--- src/rtl/adder_tree_pkg.sv ---
// -----------------------------------------------------------------------------
// adder_tree_pkg
//   Shared definitions for the adder-tree feeder slice: default vector
//   geometry, the feeder FSM state type and a width helper.
//   No ports (package).
// -----------------------------------------------------------------------------
package adder_tree_pkg;

  localparam int NUM      = 18;  // operands per vector
  localparam int LEN      = 16;  // operand width, signed
  localparam int TREE_LAT = 5;   // tree latency in edges, also sum growth bits

  typedef enum logic {
    FILL = 1'b0,
    HOLD = 1'b1
  } state_t;

  // Bits needed to hold values 0..value-1, never less than one bit so that
  // degenerate sizes still give a legal vector.
  function automatic int clog2(input int value);
    int r = 1;
    while ((1 << r) < value) r++;
    return r;
  endfunction

endpackage

--- src/rtl/adder_tree_feeder_if.sv ---
// -----------------------------------------------------------------------------
// adder_tree_feeder_if
//   Operand input stream and result output stream of the adder-tree feeder.
//   Signals:
//     s_valid / s_ready / s_data   operand handshake (LEN-bit signed)
//     s_last                       short-vector end (ADDER_FEEDER_LAST_EN only)
//     m_valid / m_ready / m_data   result handshake (SUM_W-bit signed)
//   Modports: slave = feeder side, master = producer/consumer side.
//   Macro: ADDER_FEEDER_LAST_EN adds s_last.
// -----------------------------------------------------------------------------
interface adder_tree_feeder_if #(
  parameter int LEN   = adder_tree_pkg::LEN,
  parameter int SUM_W = adder_tree_pkg::LEN + adder_tree_pkg::TREE_LAT
);

  logic             s_valid;
  logic             s_ready;
  logic [LEN-1:0]   s_data;
`ifdef ADDER_FEEDER_LAST_EN
  logic             s_last;
`endif
  logic             m_valid;
  logic             m_ready;
  logic [SUM_W-1:0] m_data;

`ifdef ADDER_FEEDER_LAST_EN
  modport slave  (input  s_valid, s_data, s_last, m_ready,
                  output s_ready, m_valid, m_data);
  modport master (output s_valid, s_data, s_last, m_ready,
                  input  s_ready, m_valid, m_data);
`else
  modport slave  (input  s_valid, s_data, m_ready,
                  output s_ready, m_valid, m_data);
  modport master (output s_valid, s_data, m_ready,
                  input  s_ready, m_valid, m_data);
`endif

endinterface

--- src/rtl/adder_tree_feeder_sum_fifo.sv ---
// -----------------------------------------------------------------------------
// sum_fifo
//   Synchronous result FIFO with a registered head. No bypass: a push into an
//   empty FIFO becomes visible on the following cycle.
//   Ports:
//     clk, rst_n        clock, synchronous active-low reset
//     push, push_data   write strobe and data (caller guarantees not full)
//     ready             consumer ready; pop = valid && ready
//     valid, data       non-empty flag and head entry
// -----------------------------------------------------------------------------
module sum_fifo
  import adder_tree_pkg::*;
#(
  parameter int SUM_W      = 21,
  parameter int FIFO_DEPTH = 8
) (
  input  logic             clk,
  input  logic             rst_n,
  input  logic             push,
  input  logic [SUM_W-1:0] push_data,
  input  logic             ready,
  output logic             valid,
  output logic [SUM_W-1:0] data
);

  localparam int PTR_W = clog2(FIFO_DEPTH);
  localparam int CNT_W = clog2(FIFO_DEPTH + 1);

  logic [SUM_W-1:0] mem [FIFO_DEPTH];
  logic [PTR_W-1:0] wr_q, rd_q;
  logic [CNT_W-1:0] count_q;
  logic [SUM_W-1:0] head_q;
  logic             pop;

  assign valid = (count_q != '0);
  assign data  = head_q;
  assign pop   = valid && ready;

  function automatic logic [PTR_W-1:0] ptr_inc(input logic [PTR_W-1:0] p);
    return (p == PTR_W'(FIFO_DEPTH - 1)) ? '0 : p + 1'b1;
  endfunction

  // NOTE: storage is deliberately left out of reset; only pointers, count and
  // the head register are cleared, which keeps the array a plain RAM.
  always_ff @(posedge clk) begin
    if (push) mem[wr_q] <= push_data;
  end

  // NOTE: sequential state uses non-blocking assignments only, so every
  // register samples pre-edge values regardless of statement order.
  always_ff @(posedge clk) begin
    if (!rst_n) begin
      wr_q    <= '0;
      rd_q    <= '0;
      count_q <= '0;
      head_q  <= '0;
    end else begin
      if (push) wr_q <= ptr_inc(wr_q);
      if (pop)  rd_q <= ptr_inc(rd_q);

      if (push && !pop)      count_q <= count_q + 1'b1;
      else if (pop && !push) count_q <= count_q - 1'b1;

      // Head follows the oldest entry. With one entry left and a pop, the next
      // oldest is the value being pushed right now (not yet in the array).
      if (pop && count_q > CNT_W'(1))
        head_q <= mem[ptr_inc(rd_q)];
      else if (push && (count_q == '0 || (pop && count_q == CNT_W'(1))))
        head_q <= push_data;
    end
  end

endmodule

--- src/rtl/adder_tree_feeder.sv ---
// -----------------------------------------------------------------------------
// adder_tree_feeder
//   Packs NUM signed LEN-bit operands into tree_in for a pipelined adder tree
//   of latency TREE_LAT, tags each launched vector through the tree latency
//   and buffers returned sums in a result FIFO. Launch credits guarantee a
//   FIFO slot for every vector in flight, so the tree never stalls.
//   Ports:
//     clk, rst_n   clock, synchronous active-low reset
//     bus          adder_tree_feeder_if.slave (operand in, result out)
//     tree_in      NUM*LEN packed operands to the tree
//     tree_sum     SUM_W sum returned by the tree
//   Macro: ADDER_FEEDER_LAST_EN enables s_last (short vectors, zero-padded).
// -----------------------------------------------------------------------------
module adder_tree_feeder
  import adder_tree_pkg::*;
#(
  parameter int NUM        = adder_tree_pkg::NUM,
  parameter int LEN        = adder_tree_pkg::LEN,
  parameter int TREE_LAT   = adder_tree_pkg::TREE_LAT,
  parameter int FIFO_DEPTH = 8
) (
  input  logic                      clk,
  input  logic                      rst_n,
  adder_tree_feeder_if.slave        bus,
  output logic [NUM*LEN-1:0]        tree_in,
  input  logic [LEN+TREE_LAT-1:0]   tree_sum
);

  localparam int SUM_W  = LEN + TREE_LAT;
  localparam int CNT_W  = clog2(NUM);
  localparam int CRED_W = clog2(FIFO_DEPTH + 1);

  state_t               state_q, state_d;
  logic                 ready_q;
  logic [NUM*LEN-1:0]   fill_q, fill_w;
  logic [CNT_W-1:0]     cnt_q;
  logic [CRED_W-1:0]    credits_q;
  logic [TREE_LAT-1:0]  vpipe_q;
  logic                 hs, last, complete, launch, pop, has_credit;

`ifdef ADDER_FEEDER_LAST_EN
  assign last = bus.s_last;
`else
  assign last = 1'b0;
`endif

  assign bus.s_ready = ready_q;
  assign hs          = bus.s_valid && ready_q;
  assign complete    = hs && (cnt_q == CNT_W'(NUM - 1) || last);
  assign pop         = bus.m_valid && bus.m_ready;
  assign has_credit  = (credits_q < CRED_W'(FIFO_DEPTH));

  // Fill vector including the operand accepted this cycle, so a completing
  // handshake launches with its own operand already in place.
  always_comb begin
    fill_w = fill_q;
    if (hs) fill_w[cnt_q*LEN +: LEN] = bus.s_data;
  end

  // NOTE: every always_comb output gets a default first so no path leaves a
  // signal unassigned, which would infer a latch.
  always_comb begin
    state_d = state_q;
    launch  = 1'b0;
    unique case (state_q)
      FILL: begin
        if (complete) begin
          if (has_credit) launch  = 1'b1;
          else            state_d = HOLD;
        end
      end
      HOLD: begin
        // A pop this cycle frees the credit for the launch at the same edge.
        if (has_credit || pop) begin
          launch  = 1'b1;
          state_d = FILL;
        end
      end
      default: state_d = FILL;
    endcase
  end

  always_ff @(posedge clk) begin
    if (!rst_n) begin
      state_q   <= FILL;
      ready_q   <= 1'b0;
      fill_q    <= '0;
      cnt_q     <= '0;
      tree_in   <= '0;
      credits_q <= '0;
      vpipe_q   <= '0;
    end else begin
      state_q <= state_d;
      ready_q <= (state_d == FILL);
      vpipe_q <= {vpipe_q[TREE_LAT-2:0], launch};

      if (launch) begin
        tree_in <= fill_w;
        fill_q  <= '0;
        cnt_q   <= '0;
      end else if (hs) begin
        fill_q <= fill_w;
        cnt_q  <= complete ? '0 : cnt_q + 1'b1;
      end

      unique case ({launch, pop})
        2'b10:   credits_q <= credits_q + 1'b1;
        2'b01:   credits_q <= credits_q - 1'b1;
        default: credits_q <= credits_q;
      endcase
    end
  end

  sum_fifo #(
    .SUM_W      (SUM_W),
    .FIFO_DEPTH (FIFO_DEPTH)
  ) u_sum_fifo (
    .clk       (clk),
    .rst_n     (rst_n),
    .push      (vpipe_q[TREE_LAT-1]),
    .push_data (tree_sum),
    .ready     (bus.m_ready),
    .valid     (bus.m_valid),
    .data      (bus.m_data)
  );

endmodule

--- src/flat_wrapper.sv ---
// flat-port wrapper written by rule: the top's interface ports become plain ports
module adder_tree_feeder_flat import adder_tree_pkg::*;
#(
  parameter int NUM        = adder_tree_pkg::NUM,
  parameter int LEN        = adder_tree_pkg::LEN,
  parameter int TREE_LAT   = adder_tree_pkg::TREE_LAT,
  parameter int FIFO_DEPTH = 8
)
  (clk, rst_n, tree_in, tree_sum, bus_s_valid, bus_s_data, bus_m_ready, bus_s_ready, bus_m_valid, bus_m_data);
  adder_tree_feeder_if #(.LEN(LEN), .SUM_W(((16) + (5)))) bus_i ();
  input  logic clk;
  input  logic rst_n;
  output logic [NUM*LEN-1:0] tree_in;
  input  logic [LEN+TREE_LAT-1:0] tree_sum;
  input wire logic [$bits(bus_i.s_valid)-1:0] bus_s_valid;
  input wire logic [$bits(bus_i.s_data)-1:0] bus_s_data;
  input wire logic [$bits(bus_i.m_ready)-1:0] bus_m_ready;
  output wire logic [$bits(bus_i.s_ready)-1:0] bus_s_ready;
  output wire logic [$bits(bus_i.m_valid)-1:0] bus_m_valid;
  output wire logic [$bits(bus_i.m_data)-1:0] bus_m_data;
  assign bus_i.s_valid = bus_s_valid;
  assign bus_i.s_data = bus_s_data;
  assign bus_i.m_ready = bus_m_ready;
  assign bus_s_ready = bus_i.s_ready;
  assign bus_m_valid = bus_i.m_valid;
  assign bus_m_data = bus_i.m_data;
  adder_tree_feeder #(.NUM(NUM), .LEN(LEN), .TREE_LAT(TREE_LAT), .FIFO_DEPTH(FIFO_DEPTH)) u_core (.clk(clk), .rst_n(rst_n), .bus(bus_i), .tree_in(tree_in), .tree_sum(tree_sum));
endmodule
--- config.mk ---
export PLATFORM = sky130hd
export DESIGN_NAME = adder_tree_feeder_flat
export DESIGN_NICKNAME = d
export VERILOG_FILES = /design/src/rtl/adder_tree_pkg.sv /design/src/rtl/adder_tree_feeder_if.sv /design/src/rtl/adder_tree_feeder_sum_fifo.sv /design/src/rtl/adder_tree_feeder.sv /design/src/flat_wrapper.sv
export SDC_FILE = /design/constraint.sdc
export NUM_CORES = 1
export LEC_CHECK = 0
export CAP_MARGIN = 10
export CORE_MARGIN = 10
export CORE_UTILIZATION = 40
export DETAILED_ROUTE_END_ITERATION = 12
export GPL_TIMING_DRIVEN = 0
export PLACE_DENSITY = 0.7
export SLEW_MARGIN = 10
export SYNTH_ARGS = -nofsm -noshare
export SYNTH_HDL_FRONTEND = slang
export SYNTH_SLANG_ARGS = --single-unit
--- constraint.sdc ---
create_clock -name clk -period 6 [get_ports clk]
set_clock_uncertainty 0.2 [all_clocks]
set_input_delay 1.8 -clock clk [delete_from_list [all_inputs] [get_ports clk]]
set_output_delay 1.8 -clock clk [all_outputs]
set_load 0.05 [all_outputs]
==> flow_summary.yaml, run 1 <==
synth:
  async_flop_share: 0
  yosys-top-cells-area: "dfxtp_1 (44%), edfxtp_1 (18%), mux2i_1 (9.1%)"
  yosysMostFrequentCell: "dfxtp_1"
  syn_inst: 2472
  syn_area_per_cell_sq_um: 11.6
  synth_top_cells_by_count: "dfxtp_1 (623), nor2_1 (328), o2bb2ai_1 (288)"
  netlist.area_leader.share: 0.436
  ys_seq_elements: 791
  synth.yosys.seq_area_share: 0.613
  ys.flop_type: "dfxtp_1"
  synth_edf_count: 168
  synth_nets: 2529
  synth_top_area_cell: "dfxtp_1"
  syn_area_sq_um: 28600
  ys_warn_count: 0
  synth_cell_type_count: 56
floorplanning:
  rows: 97
  start_util: 0.406
  die_area_sq_um: 82600
  die_w_um: 287
  io_pins: 352
  core_sq_um: 70400
  dieHeight_um: 287
sta:
  rsz0062_at_grt: "false"
  relSlewSlack: 0.298
  layout_min_cycle_time_ns: 5.04
  setup_viol: 0
  maxSlewViolCount: 0
  period_share: 0.840
  hold_viol: 0
  tightest_slew_ns: 1.05
  fmax_mhz: 199
  setup-tns-final_ns: 0
cts:
  post_cts.repair.setup_buffers: 0
  h-tree-depth: 3
  ctsLongestPathBuffers: 3
  cts_tree: "built"
  cts_resized: 0
  cts_num_sinks: 791
  cts_buffers: 82
  root_buffer: "clkbuf_16"
  ctsHoldBuffers: 0
  insertion_delay_ns: 0.62
  clk_pin_slew_ns: 0.06
layout:
  syn_to_final_growth_pct: 26.5
  final_nets: 2972
  finalNonFillerCells: 3916
  drive_gt1_frac: 0.0827
global_route:
  grt_max_degree: 22
  grt_pass1_wl_um: 134000
  grt_overflow_total: 0
  antenna_found_initial: 2
  grt_pass1_vias: 21600
  grt_usage: 0.210
power_and_ir_drop:
  worst_ir_drop_vdd_v: 0.000421
  leakagePower_nw: 14.2
  cellPowerDensity_nw_per_um2: 348
setup_path:
  critPathCaptureType: "flip-flop"
  critPathArrivalTime_ns: 5.39
  critPathLaunchType: "primary input"
  path_max_fanout: 10
  worst_ep_required_time_ns: 6.35
  critical_path_class: "primary input to flip-flop"
drt:
  wl_per_cell_um: 23.0
  drtIter0Drc: 1701
  drcViolationCount: 0
  vias_per_cell: 5.36
  drt_wl_total_um: 89900
  via_count: 21000
  antenna_left: 0
  drtPass1Iterations: 6
placement:
  gp_congestion: 0.917
  placed_cells: 3771
  dp_hpwl_um: 65300
  portBuffers: 350
run:
  maxCapViolCount: 0
outcome:
  status: "completed"
hold_path:
  hold_path.class: "flip-flop to flip-flop"
[per-layer routing]
metal  global-route usage  vias to the layer above  share of wire  wire (um)
met5                    0                        -        0.00014         13
met4               0.0594                        2          0.023       2050
met3               0.0629                      130          0.088       7950
met2                0.361                      717           0.48      43500
met1                0.250                    10400           0.40      36300
li1                     -                     9757              -          -
[through the flow]
| stage | setup slack, ns | hold WS (ns) | instance area, sq um | util | total power [mW] |
|---|---|---|---|---|---|
| after CTS | 1.02 | 0.233 | 36200 | 0.514 | 12.6 |
| after floorplan | 1.80 | 0.212 | 28600 | - | 6.89 |
| after global routing | 0.808 | 0.259 | 36200 | 0.514 | 13.0 |
| after detailed placement | 0.377 | 0.219 | 33400 | 0.475 | 7.53 |
| final | 0.963 | 0.230 | 36200 | 0.514 | 12.6 |
| after global placement | 0.480 | 0.214 | 33300 | 0.473 | 7.47 |
[cells by family after synthesis]
family,synth area share
AND/OR/NAND/NOR,0.121
buffers and inverters,0.0329
flip-flops,0.613
multiplexers,0.0934
adder cells (fa/ha/maj),0.00726
XOR/XNOR,0.00337
AO/OA/AOI/OAI,0.130
[power breakdown]
group          leakage, nW  switching (mW)  internal (mW)
combinational         6.35            1.27          0.594
sequential            6.53          0.0741           5.52
clock                 1.33            2.15           2.98
total                 14.2            3.49           9.09
[state kept, by name (all words and copies together) (netlist names), 3 cells and up]
| register | cells |
|---|---|
| u_core.u_sum_fifo.mem | 168 |
| u_core.u_sum_fifo.rd_q | 3 |
| u_core.cnt_q | 5 |
| u_core.u_sum_fifo.wr_q | 3 |
| u_core.tree_in | 288 |
| u_core.fill_q | 288 |
| u_core.vpipe_q | 5 |
| u_core.credits_q | 4 |
| u_core.u_sum_fifo.data | 21 |
| u_core.u_sum_fifo.count_q | 4 |
[cells in the final DEF (no fill, tap or decap), types with 3 or more instances in the layout]
master,synthesis,layout
dfxtp_1,623,623
clkdlybuf4s50_1,0,350
nor2_1,328,322
o2bb2ai_1,288,288
mux2i_1,259,259
edfxtp_1,168,168
nand2_1,155,155
clkbuf_1,106,120
clkbuf_16,0,84
buf_2,59,59
and3_1,58,58
and2_1,56,56
nor2b_1,54,54
a211oi_1,42,42
nand3_1,32,32
a21oi_1,30,30
a31oi_1,22,22
a311oi_1,21,21
a211o_1,21,21
inv_1,20,20
ha_1,15,15
clkinv_2,0,14
buf_4,10,13
o21ai_0,12,12
clkbuf_8,0,10
nand2b_1,8,8
buf_1,8,8
buf_6,6,7
mux2_2,7,7
nor2_2,1,6
xnor2_1,6,6
nand4_4,6,6
bufinv_16,0,6
xor2_1,5,5
nand3_2,5,5
a21boi_0,5,5
nand4_1,4,4
buf_8,0,4
or3_1,3,3
clkinvlp_2,0,3
[cell type report]
cell class,count,area [sq um]
clock inverter,36,442
multi-input combinational,1472,10200
sequential,791,17500
clock buffer,108,2290
fill,6141,34200
tap,940,1180
inverter,20,75.1
antenna,1,2.50
timing repair buffer,359,3620
buffer,189,866
[final timing paths]
kind	startpoint	endpoint	slack (ns)	depth (start not counted)
max	bus_s_valid	u_core.tree_in[150]	0.96	9
min	u_core.vpipe_q[1]	u_core.vpipe_q[2]	0.23	1
max reg2reg	u_core.cnt_q[0]	u_core.tree_in[26]	1.51	15
min reg2reg	u_core.vpipe_q[1]	u_core.vpipe_q[2]	0.23	1
[worst max-delay path, cell delays in order]
cell and delay (ns):
clkdlybuf4s50_1 0.51, and2_1 0.13, clkbuf_1 0.26, nand4_1 0.43, o21ai_0 0.40, nand2_1 0.70
clkbuf_1 0.60, buf_2 0.36, o2bb2ai_1 0.17
(Power assumes the default switching activity.)
==> inputs of run 2 (changes only) <==
- clock period: 6 -> 4.9 ns (I/O delays scaled with it)
==> results of run 2 <==
The final DEF is identical to that of run 1. Status: completed.
Main changes from that run: setup slack after placement 0.377 ns -> -0.393 ns; setup slack after layout 0.963 ns -> 0.193 ns; register-to-register setup slack 1.51 ns -> 0.41 ns; total power 12.6 mW -> 15.4 mW; worst IR drop on VDD 0.000421 V -> 0.000516 V
